==> config.mk <==
export PLATFORM = sky130hd
export DESIGN_NAME = spi_master_engine
export DESIGN_NICKNAME = d
export VERILOG_FILES = /design/src/rtl/spi_master_pkg.sv /design/src/rtl/spi_half_period_timer.sv /design/src/rtl/spi_master_engine.sv
export SDC_FILE = /design/constraint.sdc
export NUM_CORES = 1
export LEC_CHECK = 0
export CAP_MARGIN = 30
export CELL_PAD_IN_SITES_DETAIL_PLACEMENT = 0
export CELL_PAD_IN_SITES_GLOBAL_PLACEMENT = 1
export CORE_UTILIZATION = 33
export CTS_CLUSTER_SIZE = 25
export DETAILED_ROUTE_END_ITERATION = 10
export GPL_TIMING_DRIVEN = 0
export PLACE_DENSITY_LB_ADDON = 0.2
export SLEW_MARGIN = 20
export SYNTH_ARGS = -nofsm -noshare
export SYNTH_HDL_FRONTEND = slang
export SYNTH_SLANG_ARGS = --single-unit
==> constraint.sdc <==
create_clock -name raw_clk -period 2.42 [get_ports raw_clk]
set_clock_uncertainty 0.15 [all_clocks]
set_input_delay 0.363 -clock raw_clk [delete_from_list [all_inputs] [get_ports raw_clk]]
set_output_delay 0.363 -clock raw_clk [all_outputs]
set_load 0.01 [all_outputs]
==> src/rtl/spi_master_pkg.sv <==
// Shared constants and state encoding for the SPI master engine.
package spi_master_pkg;

  localparam int unsigned DEF_DIV_WIDTH  = 4;
  localparam int unsigned DEF_DATA_WIDTH = 16;

  localparam int unsigned BITS_8  = 8;
  localparam int unsigned BITS_16 = 16;

  typedef logic [1:0] spi_state_t;

  localparam spi_state_t StIdle = 2'd0;
  localparam spi_state_t StLow  = 2'd1;
  localparam spi_state_t StHigh = 2'd2;
  localparam spi_state_t StDone = 2'd3;

endpackage

==> src/rtl/spi_half_period_timer.sv <==
// Loadable down-counter timing one sclk half-period; tick is high while the count is zero.
module spi_half_period_timer
  import spi_master_pkg::*;
#(
  parameter int unsigned DIV_WIDTH = DEF_DIV_WIDTH
) (
  input  logic                 raw_clk,
  input  logic                 reset,
  input  logic                 load,
  input  logic                 en,
  input  logic [DIV_WIDTH-1:0] divisor,
  output logic                 tick
);

  logic [DIV_WIDTH-1:0] cnt_q;

  // Reload on phase start; count down and park at zero so it never wraps.
  always_ff @(posedge raw_clk or posedge reset) begin
    if (reset) begin
      cnt_q <= '0;
    end else if (load) begin
      cnt_q <= divisor;
    end else if (en && (cnt_q != '0)) begin
      cnt_q <= cnt_q - DIV_WIDTH'(1);
    end
  end

  assign tick = (cnt_q == '0);

endmodule

==> src/rtl/spi_master_engine.sv <==
// Mode-0 SPI master: MSB first, 8- or 16-bit transfers, programmable sclk half-period.
module spi_master_engine
  import spi_master_pkg::*;
#(
  parameter int unsigned DIV_WIDTH  = DEF_DIV_WIDTH,
  parameter int unsigned DATA_WIDTH = DEF_DATA_WIDTH
) (
  input  logic                  raw_clk,
  input  logic                  reset,
  input  logic                  start,
  input  logic                  width_16,
  input  logic [DIV_WIDTH-1:0]  divisor,
  input  logic [DATA_WIDTH-1:0] data_tx,
  output logic [DATA_WIDTH-1:0] data_rx,
  output logic                  busy,
  output logic                  sclk,
  output logic                  mosi,
  input  logic                  miso
);

  localparam int unsigned CntW = $clog2(DATA_WIDTH + 1);

  spi_state_t            state_q, state_d;
  logic                  width_q, width_d;
  logic [DIV_WIDTH-1:0]  div_q, div_d;
  logic [DATA_WIDTH-1:0] tx_q, tx_d;
  logic [DATA_WIDTH-1:0] rx_q, rx_d;
  logic [DATA_WIDTH-1:0] data_rx_q, data_rx_d;
  logic [CntW-1:0]       bit_cnt_q, bit_cnt_d;
  logic                  mosi_q, mosi_d;

  logic                  in_phase;
  logic                  tmr_load;
  logic                  tick;
  logic [DIV_WIDTH-1:0]  tmr_div;

  assign in_phase = (state_q == StLow) || (state_q == StHigh);
  // The accept edge loads the live divisor; later phase reloads use the latched copy.
  assign tmr_load = ((state_q == StIdle) && start) || (in_phase && tick);
  assign tmr_div  = (state_q == StIdle) ? divisor : div_q;

  spi_half_period_timer #(
    .DIV_WIDTH (DIV_WIDTH)
  ) u_timer (
    .raw_clk (raw_clk),
    .reset   (reset),
    .load    (tmr_load),
    .en      (in_phase),
    .divisor (tmr_div),
    .tick    (tick)
  );

  // Next-state: transfer sequencing, shift registers and bit counter.
  always_comb begin
    state_d   = state_q;
    width_d   = width_q;
    div_d     = div_q;
    tx_d      = tx_q;
    rx_d      = rx_q;
    data_rx_d = data_rx_q;
    bit_cnt_d = bit_cnt_q;
    mosi_d    = mosi_q;
    unique case (state_q)
      StIdle: begin
        if (start) begin
          state_d   = StLow;
          width_d   = width_16;
          div_d     = divisor;
          rx_d      = '0;
          // 8-bit words are left-aligned so the MSB always leaves from the top bit.
          tx_d      = width_16 ? data_tx : {data_tx[BITS_8-1:0], {(DATA_WIDTH-BITS_8){1'b0}}};
          mosi_d    = width_16 ? data_tx[DATA_WIDTH-1] : data_tx[BITS_8-1];
          bit_cnt_d = width_16 ? CntW'(DATA_WIDTH) : CntW'(BITS_8);
        end
      end
      StLow: begin
        if (tick) begin
          state_d = StHigh;
          rx_d    = {rx_q[DATA_WIDTH-2:0], miso};
        end
      end
      StHigh: begin
        if (tick) begin
          if (bit_cnt_q == CntW'(1)) begin
            state_d   = StDone;
            mosi_d    = 1'b0;
            data_rx_d = width_q ? rx_q : {{(DATA_WIDTH-BITS_8){1'b0}}, rx_q[BITS_8-1:0]};
          end else begin
            state_d   = StLow;
            bit_cnt_d = bit_cnt_q - CntW'(1);
            tx_d      = {tx_q[DATA_WIDTH-2:0], 1'b0};
            mosi_d    = tx_q[DATA_WIDTH-2];
          end
        end
      end
      StDone: begin
        state_d = StIdle;
      end
      default: begin
        state_d = StIdle;
      end
    endcase
  end

  // State registers; reset discards any partial transfer.
  always_ff @(posedge raw_clk or posedge reset) begin
    if (reset) begin
      state_q   <= StIdle;
      width_q   <= 1'b0;
      div_q     <= '0;
      tx_q      <= '0;
      rx_q      <= '0;
      data_rx_q <= '0;
      bit_cnt_q <= '0;
      mosi_q    <= 1'b0;
    end else begin
      state_q   <= state_d;
      width_q   <= width_d;
      div_q     <= div_d;
      tx_q      <= tx_d;
      rx_q      <= rx_d;
      data_rx_q <= data_rx_d;
      bit_cnt_q <= bit_cnt_d;
      mosi_q    <= mosi_d;
    end
  end

  assign sclk    = (state_q == StHigh);
  assign busy    = (state_q != StIdle);
  assign mosi    = mosi_q;
  assign data_rx = data_rx_q;

endmodule

# == Yosys cells after proc, flatten, opt, wreduce, memory -nomap -nowiden ==
# Index checks and enable logic that the tools add are counted.
# classes
n_addsub,2
n_eq_ne,8
n_mux,27
n_reduce_logical,18
# op_table
operator,n
$mux W15,4
$mux W16,3
$pmux W16 S2,1
$pmux W15 S2,1
$mux W5,4
$mux W4,3
$reduce_and A3 Y1,4
$pmux W5 S2,1
$mux W2,4
$pmux W2 S4,1
$reduce_bool A2 Y1,4
$ne A2 B2 Y1 const B,3
$eq A5 B1 Y1 const B,1
$sub A5 B1 Y5 const B,1
$eq A2 B2 Y1 const B,2
$logic_not A4 Y1,1
$mux W1,4
$reduce_and A4 Y1,1
$reduce_bool A4 Y1,1
$sub A4 B1 Y4 const B,1
$logic_and A1 B1 Y1,3
$eq A2 B1 Y1 const B,1
$logic_not A2 Y1,1
$logic_or A1 B1 Y1,2
other kinds (3),3
# totals
ff_bits,64
in_bits,25
output_inout_bits,19
wordCells,64

# == Longest topological paths before layout ==
# depth
depth_word,5
ltp_mapped,8
mapped_depth_nobuf,6

# == Cells and area by module ==
# A second synthesis with hierarchy kept.
# unflattened
cells_unflattened,295
area_unflattened_um2,3281.9
# by_module_without_submodules
module,instances,cells_each,area_per_inst_um2,seq_area_each_um2
spi_master_engine,1,267,3020.4,1501.4
spi_half_period_timer,1,28,261.5,100.1

# == Least setup slack after synthesis ==
# Ideal clock, no wire load.
# synth_timing
path_kind,register -> register
startpoint,reg u_timer.cnt_q[0]
endpoint,reg tx_q[11]
setup_ns,0.121
t_arrival_ns,1.830
required_ns,2.149
setup_slack_ns,0.319
stages_incl_launch_ff,9
path_buffers,2
period_less_slack_ns,2.101
cell_sequence,dfrtp_1 inv_1 ha_1 or3b_1 buf_6 a221o_2 buf_4 nand2_1 o21ai_2
# synth_via
elab_chain_cells,3
# synth_lines
element,line_no,text
"start, declared",spi_half_period_timer.sv:15,logic [DIV_WIDTH-1:0] cnt_q;
"start signal, assigned",spi_half_period_timer.sv:22,cnt_q <= divisor;
"start signal, assigned",spi_half_period_timer.sv:24,cnt_q <= cnt_q - DIV_WIDTH'(1);
$logic_not A4 Y1,spi_half_period_timer.sv:28,assign tick = (cnt_q == '0);
$ne A2 B1 Y1 (no source line),--,
$reduce_and A4 Y1 (no source line),--,
"end signal, assigned",spi_master_engine.sv:120,tx_q <= tx_d;
"end, declared",spi_master_engine.sv:26,"logic [DATA_WIDTH-1:0] tx_q, tx_d;"
# No other way between the ends.
# A chain may end at the register's enable or synchronous reset.

# == Final worst setup path ==
# layout_timing
startpoint,reg state_q[0]
endpoint,out busy
# layout_via
elab_chain_cells,1
# layout_lines
element,line_no,text
"start, declared",spi_master_engine.sv:23,"spi_state_t state_q, state_d;"
"start signal, assigned",spi_master_engine.sv:108,state_q <= StIdle;
"start signal, assigned",spi_master_engine.sv:117,state_q <= state_d;
$reduce_bool A2 Y1,spi_master_engine.sv:129,assign busy = (state_q != StIdle);
"end, declared",spi_master_engine.sv:15,"output logic busy,"
# No other way between the ends.

==> metrics.md <==
| Metric | Value |
|---|---|
| Status | `finished, final reports clean` |
| Delay-heaviest family, CP | `buffers and inverters` |
| Share of the synthesized area in the top cell type | `0.518` |
| Most numerous cell in the Yosys netlist | `dfrtp_1` |
| Final Setup Violations | `0` |
| DP HPWL | `4670 µm` |
| Cell chain of the critical path | `inv_1 > ha_1 > inv_1 > clkdlybuf4s50_1` |
| Most frequent cells after synthesis | `dfrtp_1, nand2_1, a22o_1` |
| Int Power | `2770 µW` |
| Fillers | `859` |
| Critical path arrival | `1840 ps` |
| Syn Inst Count | `295` |
| Final hold violations | `0` |
| Drt pass-1 iters | `4` |
| Ys flop type | `dfrtp_1` |
| Crit path top cell by count | `inv_1` |
| Flop2flop setup slack | `140 ps` |
| Worst-case vdd ir drop | `0.462 mV` |
| Post-synthesis register bit count | `64` |
| Ys Warns | `0` |
| Worst skew pair latency | `330 ps` |
| Initial antenna violation count | `0` |
| PwrDens | `1120 nW/µm²` |
| Worst stage delay on the critical path | `540 ps` |
| Vias in the first global route | `2422` |
| IO Count | `44` |
| Post-synthesis cell area | `3090 µm²` |
| Max cap viols | `0` |
| Post-synth top area cell | `dfrtp_1` |
| CTS tree | `done` |
| CP max stage cell | `clkdlybuf4s50_1` |
| Largest net degree at the start of global routing | `41` |
| Dominant cells by area after synthesis | `dfrtp_1, nand2_1, mux2_2` |
| Root buf cell | `clkbuf_8` |
| ANT cells | `0` |
| Kind of critical path | `reg -> out` |
| Final hold slack | `204 ps` |
| Cell row count | `34` |
| Max Freq | `425 MHz` |
| DP Worst Slack | `-90.2 ps` |
| Clk pin slew, worst setup/hold paths | `80 ps` |
| Reg-to-reg endpoint | `tx_q[14]` |
| CTS max path bufs | `2` |
| Fin worst setup slack | `69.2 ps` |
| Req. time, crit path | `1910 ps` |
| Worst setup SP type | `register` |
| CTS sink count | `64` |
| Core ar. | `8890 µm²` |
| Slew HR | `0.526` |
| Crit end category | `primary output` |
| Total gr overflow | `0` |
| Global placement routability congestion | `0.723` |
| Min Tclk post-route | `2350 ps` |
| Tightest Pin Transition | `710 ps` |
| # port buffers | `43` |
| Clock power frac | `0.261` |
| Drc violations | `0` |
| Die Y | `98.8 µm` |
| Num CTS Buffers | `9` |
| Final wirelength | `6850 µm` |
| Sequential share of power | `0.341` |
| Switching Fraction | `0.374` |
| Placed cell count | `447` |
| Layout cell share with drive strength beyond 1 | `0.162` |
| Total number of vias | `2382` |
| Area delta synth->final | `28.4%` |
| H-tree depth | `3` |
| Die width | `98.8 µm` |
| Die area | `9750 µm²` |
| Register area share after synthesis | `0.518` |
| First-pass GRT wire length | `11700 µm` |
| Final nets | `386` |
| Part of the power in combinational logic | `0.398` |
| Sw Pwr | `1660 µW` |
| CTS Hold Bufs | `0` |
| Number of synthesized flops with an enable pin | `0` |
| Post-placement cell area | `3680 µm²` |
| Yosys cell types | `40` |
| Hold Path Class | `in -> async` |
| Slew Viols, Final | `0` |
| Wirelength per Cell | `14.7 µm` |
| Vias per cell | `5.11` |
| Final non-filler cell total | `466` |
| Crit Path Max Fanout | `6` |
| Number of routed nets with antenna violations | `0` |
| Tot GR Track Use | `0.152` |
| Bufs and invs on worst path | `3` |
| Detailed router's first-iteration violation count | `111` |
| Starting Density | `0.347` |
| Syn Nets | `328` |
| Leak | `0.00176 µW` |
| Final clock period utilization by the worst path | `0.971` |
| Worst reg2reg path depth | `8` |
| RR Startpoint | `u_timer.cnt_q[0]` |
| Async S/R FF share, synth | `1.00` |
| Syn avg cell area | `10.5 µm²` |
| Final instance area | `3970 µm²` |
-- worst max path at each step --
| stage | to | startpoint | cells after the start | slack, ps |
|---|---|---|---|---|
| 6_report | busy | state_q[0] | 4 | 70 |
| 5_1_grt | tx_q[11] | state_q[0] | 7 | -8 |
| 4_1_cts | data_rx[0] | bit_cnt_q[1] | 6 | 30 |
| 3_5_place_dp | data_rx[0] | u_timer.cnt_q[0] | 6 | -90 |
| 3_3_place_gp | div_q[1] | reset | 2 | -980 |
| 2_1_floorplan | bit_cnt_q[0] | reset | 1 | 310 |
-- what timing repair did --
item,in CTS,in global routing
setup buffers,0,3
gates resized for setup,1,3
endpoints found under the setup margin,9,21
-- kinds of logic (layout without fill, tap and decap cells) --
logic type / Yosys count / count (layout) / synth area share
adder cells (fa/ha/maj): 8 / 8 / 0.0324
flip-flops: 64 / 64 / 0.518
AND/OR/NAND/NOR: 83 / 83 / 0.123
multiplexers: 27 / 27 / 0.0932
AO/OA/AOI/OAI: 84 / 84 / 0.188
buffers and inverters: 29 / 92 / 0.0458
-- flip-flops by register name (all words and copies together) (netlist names) --
name,count
bit_cnt_q,5
data_rx,16
div_q,4
state_q,2
tx_q,15
u_timer.cnt_q,4
rx_q,16
mosi,1
width_q,1
-- layout make-up --
class / instances / area [µm²] / share of cell area
Sequential cell: 64 / 1600 / 0.404
Multi-Input combinational cell: 202 / 1360 / 0.343
Timing Repair Buffer: 47 / 473 / 0.119
Clock buffer: 10 / 138 / 0.0347
Tap cell: 108 / 135 / 0.0341
Clock inverter: 6 / 114 / 0.0287
Buffer: 19 / 105 / 0.0265
Inverter: 10 / 40.0 / 0.0101
-- through the flow --
step | utilization | power [µW] | setup TNS (ps)
CTS | 0.443 | 4450 | 0
global placement | 0.411 | 3260 | -63050
finish | 0.446 | 4430 | 0
floorplan | - | 2790 | 0
detailed placement | 0.414 | 3270 | -359
global route | 0.446 | 4780 | -14.1
-- power by group through the flow --
stage	sequential (µW)	clock, µW	combinational [µW]
2_1_floorplan	1470	0	1320
3_3_place_gp	1510	0	1750
3_5_place_dp	1510	0	1760
4_1_cts	1500	1180	1770
5_1_grt	1540	1220	2010
6_report	1510	1150	1760
-- per-layer routing --
layer | global-route usage | part of all wire | vias up
met2 | 0.236 | 0.45 | 56
met5 | 0 | 0 | -
li1 | - | - | 1165
met4 | 0.0666 | 0.012 | 0
met1 | 0.207 | 0.50 | 1150
met3 | 0.0284 | 0.037 | 11
-- cells in the final DEF (no fill, tap or decap), types with 2 or more instances in the layout --
cell / n
a21oi_1: 16
a22o_1: 17
a22oi_1: 7
a31oi_1: 3
buf_1: 2
buf_2: 2
buf_4: 5
buf_6: 3
bufinv_16: 3
clkbuf_1: 9
clkbuf_8: 10
clkdlybuf4s50_1: 43
clkinvlp_4: 2
dfrtp_1: 64
ha_1: 8
inv_1: 9
mux2_2: 14
mux2i_1: 13
nand2_1: 46
nand3_1: 6
nor2_1: 16
nor2b_1: 3
nor3_1: 3
o211ai_1: 2
o21a_1: 2
o21ai_0: 12
o21ai_1: 7
o21ai_2: 10
o22ai_1: 2
Power figures use the tool's default switching activity.
